<file path="src/rtl/ro_capture_ctrl_pkg.sv">
// Shared types and constants for the ring-oscillator capture controller.
package ro_ctrl_pkg;

   // Controller states, in the order a one-shot run visits them.
   typedef enum logic [2:0] {
      IDLE    = 3'd0,
      WARMUP  = 3'd1,
      FILL    = 3'd2,
      CAPTURE = 3'd3,
      DONE    = 3'd4
   } ctrl_state_e;

   // The buffer byte-select is pinned to the least-significant byte.
   localparam logic [2:0] OUT_SEL_LSB = 3'b000;

   // Harvests are spaced a full byte apart so consecutive bytes share no shift bits.
   localparam int BYTE_SPACING = 8;
   localparam int PHASE_W      = 3;

   // Bits needed for a counter that must hold values up to maxVal.
   function automatic int cntWidth(input int maxVal);
      if (maxVal < 2) begin
         return 1;
      end
      return $clog2(maxVal + 1);
   endfunction

endpackage

</file>
<file path="src/rtl/ro_capture_ctrl_byte_hold.sv">
// Single-entry valid/ready holding register. A harvest that arrives while the
// previous byte is still unconsumed is dropped and flagged as overflow.
module ro_byte_hold
   import ro_ctrl_pkg::*;
(
   input  logic       clk,
   input  logic       rst_n,
   input  logic       harvest_i,
   input  logic       clear_ovf_i,
   input  logic [7:0] data_i,
   input  logic       ready_i,
   output logic [7:0] data_o,
   output logic       valid_o,
   output logic       overflow_o
);

   logic [7:0] data_q, data_d;
   logic       valid_q, valid_d;
   logic       ovf_q, ovf_d;

   // Decide what the holding register looks like after this edge: load, keep, drain or drop.
   always_comb begin
      data_d  = data_q;
      valid_d = valid_q;
      ovf_d   = ovf_q;
      if (clear_ovf_i) begin
         ovf_d = 1'b0;
      end
      if (harvest_i) begin
         if (!valid_q || ready_i) begin
            data_d  = data_i;
            valid_d = 1'b1;
         end else begin
            ovf_d = 1'b1;
         end
      end else if (valid_q && ready_i) begin
         valid_d = 1'b0;
      end
   end

   // Register the holding entry; reset discards any byte still waiting.
   always_ff @(posedge clk or negedge rst_n) begin
      if (!rst_n) begin
         data_q  <= 8'h00;
         valid_q <= 1'b0;
         ovf_q   <= 1'b0;
      end else begin
         data_q  <= data_d;
         valid_q <= valid_d;
         ovf_q   <= ovf_d;
      end
   end

   assign data_o     = data_q;
   assign valid_o    = valid_q;
   assign overflow_o = ovf_q;

endmodule

</file>
<file path="src/rtl/ro_capture_ctrl.sv">
// Sequencer for the two-ring-oscillator entropy buffer: warm up the ROs, flush
// stale shift bits, then harvest one fresh byte every BYTE_SPACING cycles.
module ro_capture_ctrl
   import ro_ctrl_pkg::*;
#(
   parameter int WARMUP_CYCLES = 16,
   parameter int FILL_CYCLES   = 10,
   parameter int NUM_BYTES     = 8
) (
   input  logic       clk,
   input  logic       rst_n,
   input  logic       start,
   input  logic       continuous,
   input  logic       stop,
   output logic       ro_activate_1,
   output logic       ro_activate_2,
   output logic [2:0] out_sel,
   input  logic [7:0] rng_byte,
   output logic [7:0] byte_data,
   output logic       byte_valid,
   input  logic       byte_ready,
   output logic       busy,
   output logic       done,
   output logic       overflow
);

   localparam int CYC_MAX = (WARMUP_CYCLES > FILL_CYCLES) ? WARMUP_CYCLES : FILL_CYCLES;
   localparam int CYC_W   = cntWidth(CYC_MAX);
   localparam int BYTE_W  = cntWidth(NUM_BYTES);

   localparam logic [CYC_W-1:0]   WARM_LAST  = CYC_W'(WARMUP_CYCLES - 1);
   localparam logic [CYC_W-1:0]   FILL_LAST  = CYC_W'(FILL_CYCLES - 1);
   localparam logic [PHASE_W-1:0] PHASE_LAST = PHASE_W'(BYTE_SPACING - 1);
   localparam logic [BYTE_W-1:0]  BYTE_LAST  = BYTE_W'(NUM_BYTES - 1);

   ctrl_state_e        state_q, state_d;
   logic [CYC_W-1:0]   cycCnt_q, cycCnt_d;
   logic [PHASE_W-1:0] phase_q, phase_d;
   logic [BYTE_W-1:0]  byteCnt_q, byteCnt_d;
   logic               cont_q, cont_d;

   logic startAccept;
   logic harvest;
   logic lastByte;

   // A start only counts from IDLE, and a simultaneous stop suppresses it.
   assign startAccept = (state_q == IDLE) && start && !stop;

   // Harvest at the end of each byte window; an abort on the same edge wins.
   assign harvest = (state_q == CAPTURE) && (phase_q == PHASE_LAST) && !stop;

   // The final one-shot harvest ends the run instead of continuing capture.
   assign lastByte = harvest && !cont_q && (byteCnt_q == BYTE_LAST);

   // State register.
   always_ff @(posedge clk or negedge rst_n) begin
      if (!rst_n) begin
         state_q <= IDLE;
      end else begin
         state_q <= state_d;
      end
   end

   // Next-state logic: abort from any active state, otherwise step through the timed phases.
   always_comb begin
      state_d = state_q;
      if (state_q != IDLE && stop) begin
         state_d = IDLE;
      end else begin
         case (state_q)
            IDLE: begin
               if (startAccept) begin
                  state_d = WARMUP;
               end
            end
            WARMUP: begin
               if (cycCnt_q == WARM_LAST) begin
                  state_d = FILL;
               end
            end
            FILL: begin
               if (cycCnt_q == FILL_LAST) begin
                  state_d = CAPTURE;
               end
            end
            CAPTURE: begin
               if (lastByte) begin
                  state_d = DONE;
               end
            end
            DONE: begin
               state_d = IDLE;
            end
            default: begin
               state_d = IDLE;
            end
         endcase
      end
   end

   // Output logic: ROs run through warm-up, fill and capture; done marks the single DONE cycle.
   always_comb begin
      ro_activate_1 = 1'b0;
      ro_activate_2 = 1'b0;
      busy          = (state_q != IDLE);
      done          = (state_q == DONE);
      out_sel       = OUT_SEL_LSB;
      if (state_q == WARMUP || state_q == FILL || state_q == CAPTURE) begin
         ro_activate_1 = 1'b1;
         ro_activate_2 = 1'b1;
      end
   end

   // Counter next values: the cycle counter times warm-up and fill, phase and byte count pace capture.
   always_comb begin
      cycCnt_d  = '0;
      phase_d   = '0;
      byteCnt_d = byteCnt_q;
      cont_d    = cont_q;
      case (state_q)
         IDLE: begin
            byteCnt_d = '0;
            if (startAccept) begin
               cont_d = continuous;
            end
         end
         WARMUP: begin
            if (cycCnt_q != WARM_LAST) begin
               cycCnt_d = cycCnt_q + 1'b1;
            end
         end
         FILL: begin
            if (cycCnt_q != FILL_LAST) begin
               cycCnt_d = cycCnt_q + 1'b1;
            end
         end
         CAPTURE: begin
            phase_d = phase_q + 1'b1;
            if (harvest) begin
               byteCnt_d = byteCnt_q + 1'b1;
            end
         end
         default: begin
            byteCnt_d = '0;
         end
      endcase
   end

   // Counter registers.
   always_ff @(posedge clk or negedge rst_n) begin
      if (!rst_n) begin
         cycCnt_q  <= '0;
         phase_q   <= '0;
         byteCnt_q <= '0;
         cont_q    <= 1'b0;
      end else begin
         cycCnt_q  <= cycCnt_d;
         phase_q   <= phase_d;
         byteCnt_q <= byteCnt_d;
         cont_q    <= cont_d;
      end
   end

   ro_byte_hold uHold (
      .clk         (clk),
      .rst_n       (rst_n),
      .harvest_i   (harvest),
      .clear_ovf_i (startAccept),
      .data_i      (rng_byte),
      .ready_i     (byte_ready),
      .data_o      (byte_data),
      .valid_o     (byte_valid),
      .overflow_o  (overflow)
   );

endmodule
</file>
<file path="config.mk">
export PLATFORM = sky130hd
export DESIGN_NAME = ro_capture_ctrl
export DESIGN_NICKNAME = d
export VERILOG_FILES = /design/src/rtl/ro_capture_ctrl_pkg.sv /design/src/rtl/ro_capture_ctrl_byte_hold.sv /design/src/rtl/ro_capture_ctrl.sv
export SDC_FILE = /design/constraint.sdc
export NUM_CORES = 1
export LEC_CHECK = 0
export ABC_AREA = 1
export CORE_MARGIN = 10
export CORE_UTILIZATION = 56
export CTS_BUF_LIST = sky130_fd_sc_hd__clkbuf_4
export DETAILED_ROUTE_END_ITERATION = 10
export PLACE_DENSITY = 0.87
export SLEW_MARGIN = 5
export SYNTH_ARGS = -nofsm -noshare
export SYNTH_HDL_FRONTEND = slang
export SYNTH_SLANG_ARGS = --single-unit
</file>
<file path="constraint.sdc">
create_clock -name clk -period 2.75 [get_ports clk]
set_clock_uncertainty 0.15 [all_clocks]
set_input_delay 0.275 -clock clk [delete_from_list [all_inputs] [get_ports clk]]
set_output_delay 0.275 -clock clk [all_outputs]
set_load 0.01 [all_outputs]
</file>
==> results of run 1 <==
cell usage after synthesis:
library cell and number:
nand2_1 44, o21ai_0 2, nand2_2 4, a21oi_2 1
nor2_2 1, a211oi_1 1, dfrtp_1 26, clkbuf_8 2
nor2_4 2, o22ai_1 1, nand3_1 17, inv_1 21
nand3_4 1, nor3_2 1, nor2_1 18, o211ai_2 1
buf_4 4, nor3_1 1, nand4_1 1, conb_1 1
inv_2 2, clkbuf_1 1, ha_1 7, buf_6 1
xor2_1 2, o21ai_2 2
area by class of cell:
class | instances | share of cell area [%]
Inverter | 23 | 5.10
Tap cell | 30 | 2.22
Clock inverter | 1 | 1.77
Timing Repair Buffer | 28 | 16.4
Sequential cell | 26 | 38.4
Multi-Input combinational cell | 110 | 34.8
Clock buffer | 3 | 1.33
sequential cells by signal, indices dropped and copies added (netlist names):
register and flops:
uHold.data_o 8, uHold.overflow_o 1, byteCnt_q 4, uHold.valid_o 1, state_q 3, cont_q 1, cycCnt_q 5, phase_q 3
cell families after synthesis:
kind of cell,Yosys count,synth area share [%]
AOI/OAI and AO/OA,8,4.50
adders and majority gates,7,6.29
and+or+nand+nor,90,29.5
xor gates and xnor gates,2,1.26
other,1,0.270
buffers and inverters,31,11.4
DFF,26,46.8
how the worst min path moves through the flow:
stage                              start                        to  slack (ps)
CTS                                rst_n     cycCnt_q[2]$_DFF_PN0_         140
floorplan                          rst_n  byteCnt_q[0]$_DFFE_PN0P_        -170
detailed placement  phase_q[0]$_DFF_PN0_      phase_q[0]$_DFF_PN0_         280
finish                             rst_n     cycCnt_q[4]$_DFF_PN0_         140
global route                       rst_n     cycCnt_q[2]$_DFF_PN0_         150
global placement    phase_q[0]$_DFF_PN0_      phase_q[0]$_DFF_PN0_         270
worst reg2reg max path: cells and delay by family (launching register included):
kind / cells / cell delay (ps)
adders and majority gates: 2 / 280
and+or+nand+nor: 5 / 790
buffers and inverters: 2 / 130
DFF: 1 / 380
metrics by stage:
stage | util [%] | cell area (µm²) | total power, µW | setup slack (ps) | instances
finish | 69.7 | 1690 | 1190 | 608 | 221
global route | 69.7 | 1690 | 1290 | 460 | 221
CTS | 69.7 | 1690 | 1210 | 582 | 221
global placement | 67.5 | 1640 | 913 | 849 | 217
floorplan | - | 1400 | 818 | 1190 | 167
detailed placement | 67.5 | 1640 | 938 | 727 | 217
power by group:
| group | switching [µW] | internal (µW) |
|---|---|---|
| Sequential | 70.8 | 429 |
| Clock | 118 | 148 |
| Combinational | 246 | 184 |
| Total | 434 | 760 |
per-layer routing:
metal	vias to the layer above	global-route usage, %
met4	0	2.63
li1	557	-
met2	35	22.9
met1	526	12.6
met5	-	0
met3	3	6.58
==> qor.yml, run 1 <==
outcome:
  outcome: "finished clean"
critical_path:
  r2r_end: "uHold.data_o[5]$_DFFE_PN0P_"
  r2r_cells: 9
  r2r_slack_ps: 930
  cp_cell_sequence: "nor2_4 > nor2_1 > clkdlybuf4s50_1"
  worstSetupPathType: "reg2out"
  crit_path_end: "ro_activate_1"
  critPathMaxFanout: 10
  path_depth: 3
  start_kind: "flop"
  crit_family: "flip-flops"
  crit_required_ps: 2330
  crit_path_top_delay_cell: "dfrtp_1"
  slowest_delay_ps: 620
  r2r_start: "phase_q[0]$_DFF_PN0_"
  cp-end-kind: "output pin"
  crit_start: "state_q[0]$_DFFE_PN0P_"
  worst-endpoint-arrival_ps: 1720
  cp_num_buf_inv: 1
grt:
  grt-ovfl-total: 0
  grt_start_max_net_pins: 27
  antenna_found_initial: 0
  grt_pass1_vias: 1211
  grt_pass1_wl_um: 5190
  gr-usage-all-layers_pct: 12.7
timing:
  hold_ws_ps: 136
  setup_viol: 0
  finalMaxSlewViolations: 0
  setup_tns_ps: 0
  grt_setup_unrepaired: "no"
  hold_viol_final: 0
  fmax_mhz: 467
  period_share_pct: 77.9
  period_minus_slack_ps: 2140
floorplanning:
  core-area_mm2: 0.00243
  row_count: 18
  die_area_mm2: 0.00488
  start_util_pct: 57.2
  die_h_um: 69.8
  io_pins: 31
  die_w_um: 69.8
synthesis:
  syn_avg_cell_area_um2: 8.43
  yosysTopAreaCell: "dfrtp_1"
  synth.area.top_cells: "dfrtp_1 (47%), nand2_1 (12%), ha_1 (6.3%)"
  yosysTopAreaCellShare_pct: 46.8
  ys_types: 26
  ys_ff_latch: 26
  synth_area_mm2: 0.00139
  seq_area_frac_synth_pct: 46.8
  yosysWarnings: 0
  syn_inst: 165
power_and_ir_drop:
  power.density_mw_per_mm2: 705
  vdd_drop_max_v: 0.000493
  p_leak_uw: 0.000848
detailed_routing:
  drc: 0
  drtIter0Drc: 69
  wl_met3_um: 267
  totalWireLength_um: 2980
  avgRoutedWirePerCell_um: 13.5
  met2_length_um: 1500
  wl_met1_um: 1200
  drtPass1Iterations: 4
  drt-vias-per-instance: 5.07
  vias: 1121
  top_layer_used: "met4"
  ant_nets: 0
run:
  max_cap_viol_count: 0
final_layout:
  seqCellArea_um2: 651
  final_common_cell: "nand2_1"
  syn_to_final_growth_pct: 21.8
  layout.nets: 213
  fillers: 197
  layout_common_cells: "nand2_1 (44), clkdlybuf4s50_1 (27), dfrtp_1 (26)"
  multiInputGateArea_um2: 589
  drive_above_1_share_pct: 10.5
  n_antenna_cell: 0
cts:
  ctsLongestPathBuffers: 2
  hold_buffers: 0
  clk_latency_ps: 330
  cts_setup_buffers: 0
  cts-root-buf: "clkbuf_4"
  cts_tree: "yes"
  clock-sinks: 26
  cts_buffers: 3
  cts_resized: 0
  clk_pin_slew_ps: 140
  htreeDepth: 1
place:
  gp_congestion: 0.819
  portBuffers: 27
  post-dp-hpwl_um: 2350
min_path:
  hold_path.class: "in2async"
(Power assumes the default switching activity.)
==> run 2: changes to the inputs <==
- CORE_UTILIZATION: 56 -> 47
- PLACE_DENSITY: 0.87 -> 0.78
- clock period: 2.75 -> 1.9 ns (I/O delays scaled with it)
==> run 2 against run 1 <==
Net effect:
- register-to-register slack worse by 760 ps
- total power is 35% higher
- sequential power is 39% higher
- critical path type unchanged
==> qor.yml, run 2 (same netlist as run 1, synthesis figures left out) <==
detailed_routing:
  ant_nets: 0  # unchanged
  totalWireLength_um: 2920  # -2.2%
  drtIter0Drc: 61  # -12%
  drt-vias-per-instance: 4.84  # -4.6%
  drc: 0  # unchanged
  vias: 1098  # -2.1%
  drtPass1Iterations: 4  # unchanged
  avgRoutedWirePerCell_um: 12.9  # -4.8%
outcome:
  outcome: "finished clean"
final_layout:
  layout.nets: 219  # +2.8%
  largest_reg_flops: 8  # unchanged
  fillers: 248  # +26%
  n_antenna_cell: 0  # unchanged
  seqCellArea_um2: 653  # +0.38%
  drive_above_1_share_pct: 13.8  # +3.3 points
  multiInputGateArea_um2: 589  # unchanged
  layout_common_cells: "nand2_1 (44), clkdlybuf4s50_1 (25), dfrtp_1 (24)"
  syn_to_final_growth_pct: 23.5
  final_common_cell: "nand2_1"
power_and_ir_drop:
  power.density_mw_per_mm2: 937  # +33%
  vdd_drop_max_v: 0.000333  # -32%
  p_leak_uw: 0.000888  # +4.7%
cts:
  cts-root-buf: "clkbuf_4"
  htreeDepth: 1  # unchanged
  hold_buffers: 0  # unchanged
  clock-sinks: 26  # unchanged
  ctsLongestPathBuffers: 2  # unchanged
  cts_tree: "yes"
  clk_latency_ps: 300  # -30 ps
  clk_pin_slew_ps: 130  # about the same
  cts_buffers: 3  # unchanged
floorplanning:
  row_count: 19  # +1
  die_area_mm2: 0.00554  # +13%
  core-area_mm2: 0.00281  # +15%
  die_w_um: 74.4  # +6.5%
  start_util_pct: 49.6  # -7.6 points
  io_pins: 31  # unchanged
  die_h_um: 74.4  # +6.5%
critical_path:
  cp-end-kind: "output pin"
  worst-endpoint-arrival_ps: 1470  # -250 ps
  r2r_start: "cycCnt_q[0]$_DFF_PN0_"
  r2r_cells: 11  # +2
  crit_required_ps: 1560  # -770 ps
  crit_family: "buffers and inverters"
  worstSetupPathType: "reg2out"
  cp_num_buf_inv: 1  # unchanged
  r2r_slack_ps: 170  # -760 ps
  cp_cell_sequence: "nor2_4 > nor2_1 > clkdlybuf4s50_1"
  start_kind: "flop"
  r2r_end: "state_q[0]$_DFFE_PN0P_"
  crit_path_top_delay_cell: "clkdlybuf4s50_1"
  slowest_delay_ps: 550  # -70 ps
  critPathMaxFanout: 6  # -4
timing:
  hold_viol_final: 0  # unchanged
  setup_tns_ps: 0  # unchanged
  period_minus_slack_ps: 1810
  grt_setup_unrepaired: "no"
  worst_slack_ps: 90.8  # -518 ps
  fmax_mhz: 553
  period_share_pct: 95.2
  setup_viol: 0  # unchanged
  finalMaxSlewViolations: 0  # unchanged
place:
  pre_cts_ws_ps: 184  # -543 ps
  gp_congestion: 0.853  # +4.1%
  post-dp-hpwl_um: 2320  # -0.96%
  portBuffers: 27  # unchanged
grt:
  grt_start_max_net_pins: 27  # unchanged
  grt-ovfl-total: 0  # unchanged
  grt_pass1_wl_um: 5180  # -0.13%
  gr-usage-all-layers_pct: 11.5  # -1.2 points
  grt_pass1_vias: 1185  # -2.1%
  antenna_found_initial: 0  # unchanged
run:
  max_cap_viol_count: 0  # unchanged
min_path:
  hold_path.class: "in2async"
==> run 2: changes by cell type in the layout (fill, tap and decap cells not counted), sizes merged <==
cell	previous run	this run
buf	1	7
bufinv	1	0
clkdlybuf4s50	27	25
dlymetal6s2s	0	2
==> run 2: layout make-up <==
type	count	share of cell area [%]
inverter	23	5.03
tap	31	2.26
timing repair buffer	34	19.1
sequential	26	38.0
clock buffer	3	1.31
multi-input combinational	110	34.3
==> run 2: worst max-delay path by stage <==
stage                                      start                     end  slack (ps)  depth (start not counted)
after detailed placement   cycCnt_q[0]$_DFF_PN0_  state_q[1]$_DFFE_PN0P_         180                         11
after global routing       cycCnt_q[0]$_DFF_PN0_  state_q[0]$_DFFE_PN0P_           4                         11
final                     state_q[0]$_DFFE_PN0P_           ro_activate_1          90                          3
after global placement     cycCnt_q[0]$_DFF_PN0_  state_q[1]$_DFFE_PN0P_         230                         11
after CTS                 state_q[0]$_DFFE_PN0P_                    done          20                          2
after floorplan            cycCnt_q[0]$_DFF_PN0_  state_q[1]$_DFFE_PN0P_         340                         10
==> run 2: layer usage <==
| metal | vias up | track usage [%] | part of all wire, % |
|---|---|---|---|
| met5 | - | 0 | 0 |
| met4 | 0 | 2.94 | 0.31 |
| met3 | 2 | 5.45 | 9.7 |
| met2 | 30 | 19.2 | 47 |
| met1 | 498 | 13.0 | 43 |
| li1 | 568 | - | - |
==> run 2: power by group <==
| group | switching [µW] | total (µW) | internal, µW |
|---|---|---|---|
| registers | 71.5 | 696 | 625 |
| clock network | 152 | 226 | 73.9 |
| logic | 389 | 688 | 299 |
| total | 612 | 1610 | 998 |
==> run 2: worst reg2reg max path, stage by stage, from the launching register on <==
cell	delay, ps
dfrtp_1	420
ha_1	200
nand2_1	70
nor2_1	140
ha_1	170
inv_1	40
nand4_1	90
nand2_2	80
nand2_2	90
nand2_2	70
nand2_1	70
nand2_1	50
==> run 2: timing repair <==
action                     CTS  global route
buffers inserted             3             0
setup endpoints to repair    4             2
gates resized for setup      2             2
==> run 2: metrics by stage <==
stage               total power, µW  hold slack [ps]  instance area [µm²]  instances  util (%)
floorplan                      1180             -256                 1400        167         -
global placement               1340              270                 1670        221      59.4
detailed placement             1370              277                 1670        221      59.4
CTS                            1620              102                 1710        227      61.1
global route                   1750              109                 1720        227      61.2
finish                         1610             85.4                 1720        227      61.2
==> run 3: changes to the inputs <==
- RECOVER_POWER: default -> 25
==> run 3 against run 2 <==
Net effect:
- clock-buffer cell count did not move
- largest power group unchanged
- largest cell class unchanged
- sequential share of layout area increased by 0.055 points
- clock power hardly changed
==> qor.yml, run 3 (same netlist as run 1, synthesis figures left out) <==
cts:
  clk_pin_slew_ps: 130  # about the same
  clk_latency_ps: 300  # about the same
  clock-sinks: 26  # unchanged
  cts_buffers: 3  # unchanged
  cts_tree: "yes"
  cts-root-buf: "clkbuf_4"
  ctsLongestPathBuffers: 2  # unchanged
  htreeDepth: 1  # unchanged
grt:
  grt_start_max_net_pins: 27  # unchanged
  antenna_found_initial: 0  # unchanged
  grt-ovfl-total: 0  # unchanged
  grt_pass1_wl_um: 5180  # unchanged
  gr-usage-all-layers_pct: 11.5  # unchanged
  grt_pass1_vias: 1185  # unchanged
critical_path:
  cp-end-kind: "output pin"
  r2r_cells: 11  # unchanged
  critPathMaxFanout: 6  # unchanged
  worst-endpoint-arrival_ps: 1470  # about the same
  r2r_start: "cycCnt_q[0]$_DFF_PN0_"
  worstSetupPathType: "reg2out"
  crit_required_ps: 1560  # about the same
  start_kind: "flop"
  r2r_slack_ps: 170  # about the same
  r2r_end: "state_q[0]$_DFFE_PN0P_"
power_and_ir_drop:
  internal_power_uw: 997  # -0.13%
  switchingPower_uw: 612  # about the same
  switching_share_pct: 38.0  # about the same
  power.density_mw_per_mm2: 938  # about the same
  vdd_drop_max_v: 0.000333  # about the same
  clkPwrFrac_pct: 14.0  # about the same
  p_seq_share_pct: 43.3  # about the same
  p_comb_share_pct: 42.7  # about the same
  p_leak_uw: 0.000887  # about the same
timing:
  tightest_slew_ps: 633
  period_share_pct: 95.2  # about the same
  hold_viol_final: 0  # unchanged
  slew_headroom_pct: 57.8
  period_minus_slack_ps: 1810  # -0.000300 ps
  setup_tns_ps: 0  # unchanged
  finalMaxSlewViolations: 0  # unchanged
  fmax_mhz: 553  # unchanged
  grt_setup_unrepaired: "no"
  setup_viol: 0  # unchanged
final_layout:
  layout_common_cells: "nand2_1 (44), dfrtp_1 (24), clkdlybuf4s50_1 (24)"
  n_antenna_cell: 0  # unchanged
  largest_reg_flops: 8  # unchanged
  final_area_mm2: 0.00172  # -0.15%
  final_common_cell: "nand2_1"
  syn_to_final_growth_pct: 23.3
  drive_above_1_share_pct: 13.8  # unchanged
  fillers: 247  # -0.40%
  layout.nets: 219  # unchanged
place:
  post-dp-hpwl_um: 2320  # unchanged
  portBuffers: 27  # unchanged
  postPlaceCellArea_mm2: 0.00167  # unchanged
  gp_congestion: 0.853  # unchanged
floorplanning:
  io_pins: 31  # unchanged
  row_count: 19  # unchanged
  die_area_mm2: 0.00554  # unchanged
  die_w_um: 74.4  # unchanged
  start_util_pct: 49.6  # unchanged
  die_h_um: 74.4  # unchanged
  core-area_mm2: 0.00281  # unchanged
outcome:
  outcome: "finished clean"
detailed_routing:
  totalWireLength_um: 2910  # -0.21%
  drtPass1Iterations: 4  # unchanged
  drt-vias-per-instance: 4.81  # -0.55%
  ant_nets: 0  # unchanged
  drtIter0Drc: 61  # unchanged
  drc: 0  # unchanged
  avgRoutedWirePerCell_um: 12.8  # -0.21%
  vias: 1092  # -0.55%
min_path:
  hold_path.class: "in2async"
run:
  max_cap_viol_count: 0  # unchanged
-- run 3: cell types whose count changed in the layout (fill, tap and decap cells not counted) --
cell | before | now
dlygate4sd3_1 | 0 | 1
buf_4 | 7 | 6
clkdlybuf4s50_1 | 25 | 24
clkbuf_2 | 0 | 1
-- run 3: timing repair --
action,in CTS,in global routing
cloned,0,0
endpoints found under the hold margin,0,0
resized for setup,2,2
setup buffers,3,0
setup endpoints to repair,4,2
hold buffers,0,0
-- run 3: area by class of cell --
type | count | area [µm²] | share of cell area, %
multi-input combinational | 110 | 589 | 34.4
timing repair buffer | 34 | 325 | 19.0
sequential | 26 | 653 | 38.1
clock buffer | 3 | 22.5 | 1.31
tap | 31 | 38.8 | 2.26
inverter | 23 | 86.3 | 5.03
-- run 3: critical path, stage by stage (launching register included) --
cell and delay, ps:
dfrtp_2 460, nor2_4 50, nor2_1 110, clkdlybuf4s50_1 550
-- run 3: how the worst max path moves through the flow --
stage	startpoint	to	depth (start not counted)
after floorplan	cycCnt_q[0]$_DFF_PN0_	state_q[1]$_DFFE_PN0P_	10
after global placement	cycCnt_q[0]$_DFF_PN0_	state_q[1]$_DFFE_PN0P_	11
after detailed placement	cycCnt_q[0]$_DFF_PN0_	state_q[1]$_DFFE_PN0P_	11
after CTS	state_q[0]$_DFFE_PN0P_	done	2
after global routing	cycCnt_q[0]$_DFF_PN0_	state_q[0]$_DFFE_PN0P_	11
final	state_q[0]$_DFFE_PN0P_	ro_activate_1	3
-- run 3: layer usage --
| metal | part of all wire [%] | up-vias | wire length, µm | GRT usage (%) |
|---|---|---|---|---|
| met2 | 47 | 26 | 1380 | 19.2 |
| li1 | - | 568 | - | - |
| met4 | 0.31 | 0 | 9 | 2.94 |
| met3 | 9.5 | 2 | 276 | 5.45 |
| met5 | 0 | - | 0 | 0 |
| met1 | 43 | 496 | 1250 | 13.0 |
-- run 3: power by group through the flow --
stage                     Clock, µW  Sequential (µW)  Combinational (µW)
final                           226              696                 686
after global routing            249              711                 791
after CTS                       229              695                 697
after detailed placement          0              717                 651
after global placement            0              714                 629
after floorplan                   0              670                 514
-- run 3: through the flow --
stage / power (µW) / hold slack [ps] / instances / setup WS [ps] / utilization [%]
after floorplan: 1180 / -256 / 167 / 337 / -
after global placement: 1340 / 270 / 221 / 234 / 59.4
after detailed placement: 1370 / 277 / 221 / 184 / 59.4
after CTS: 1620 / 102 / 227 / 16.5 / 61.1
after global routing: 1750 / 276 / 227 / 4.02 / 61.2
final: 1610 / 267 / 227 / 90.8 / 61.2
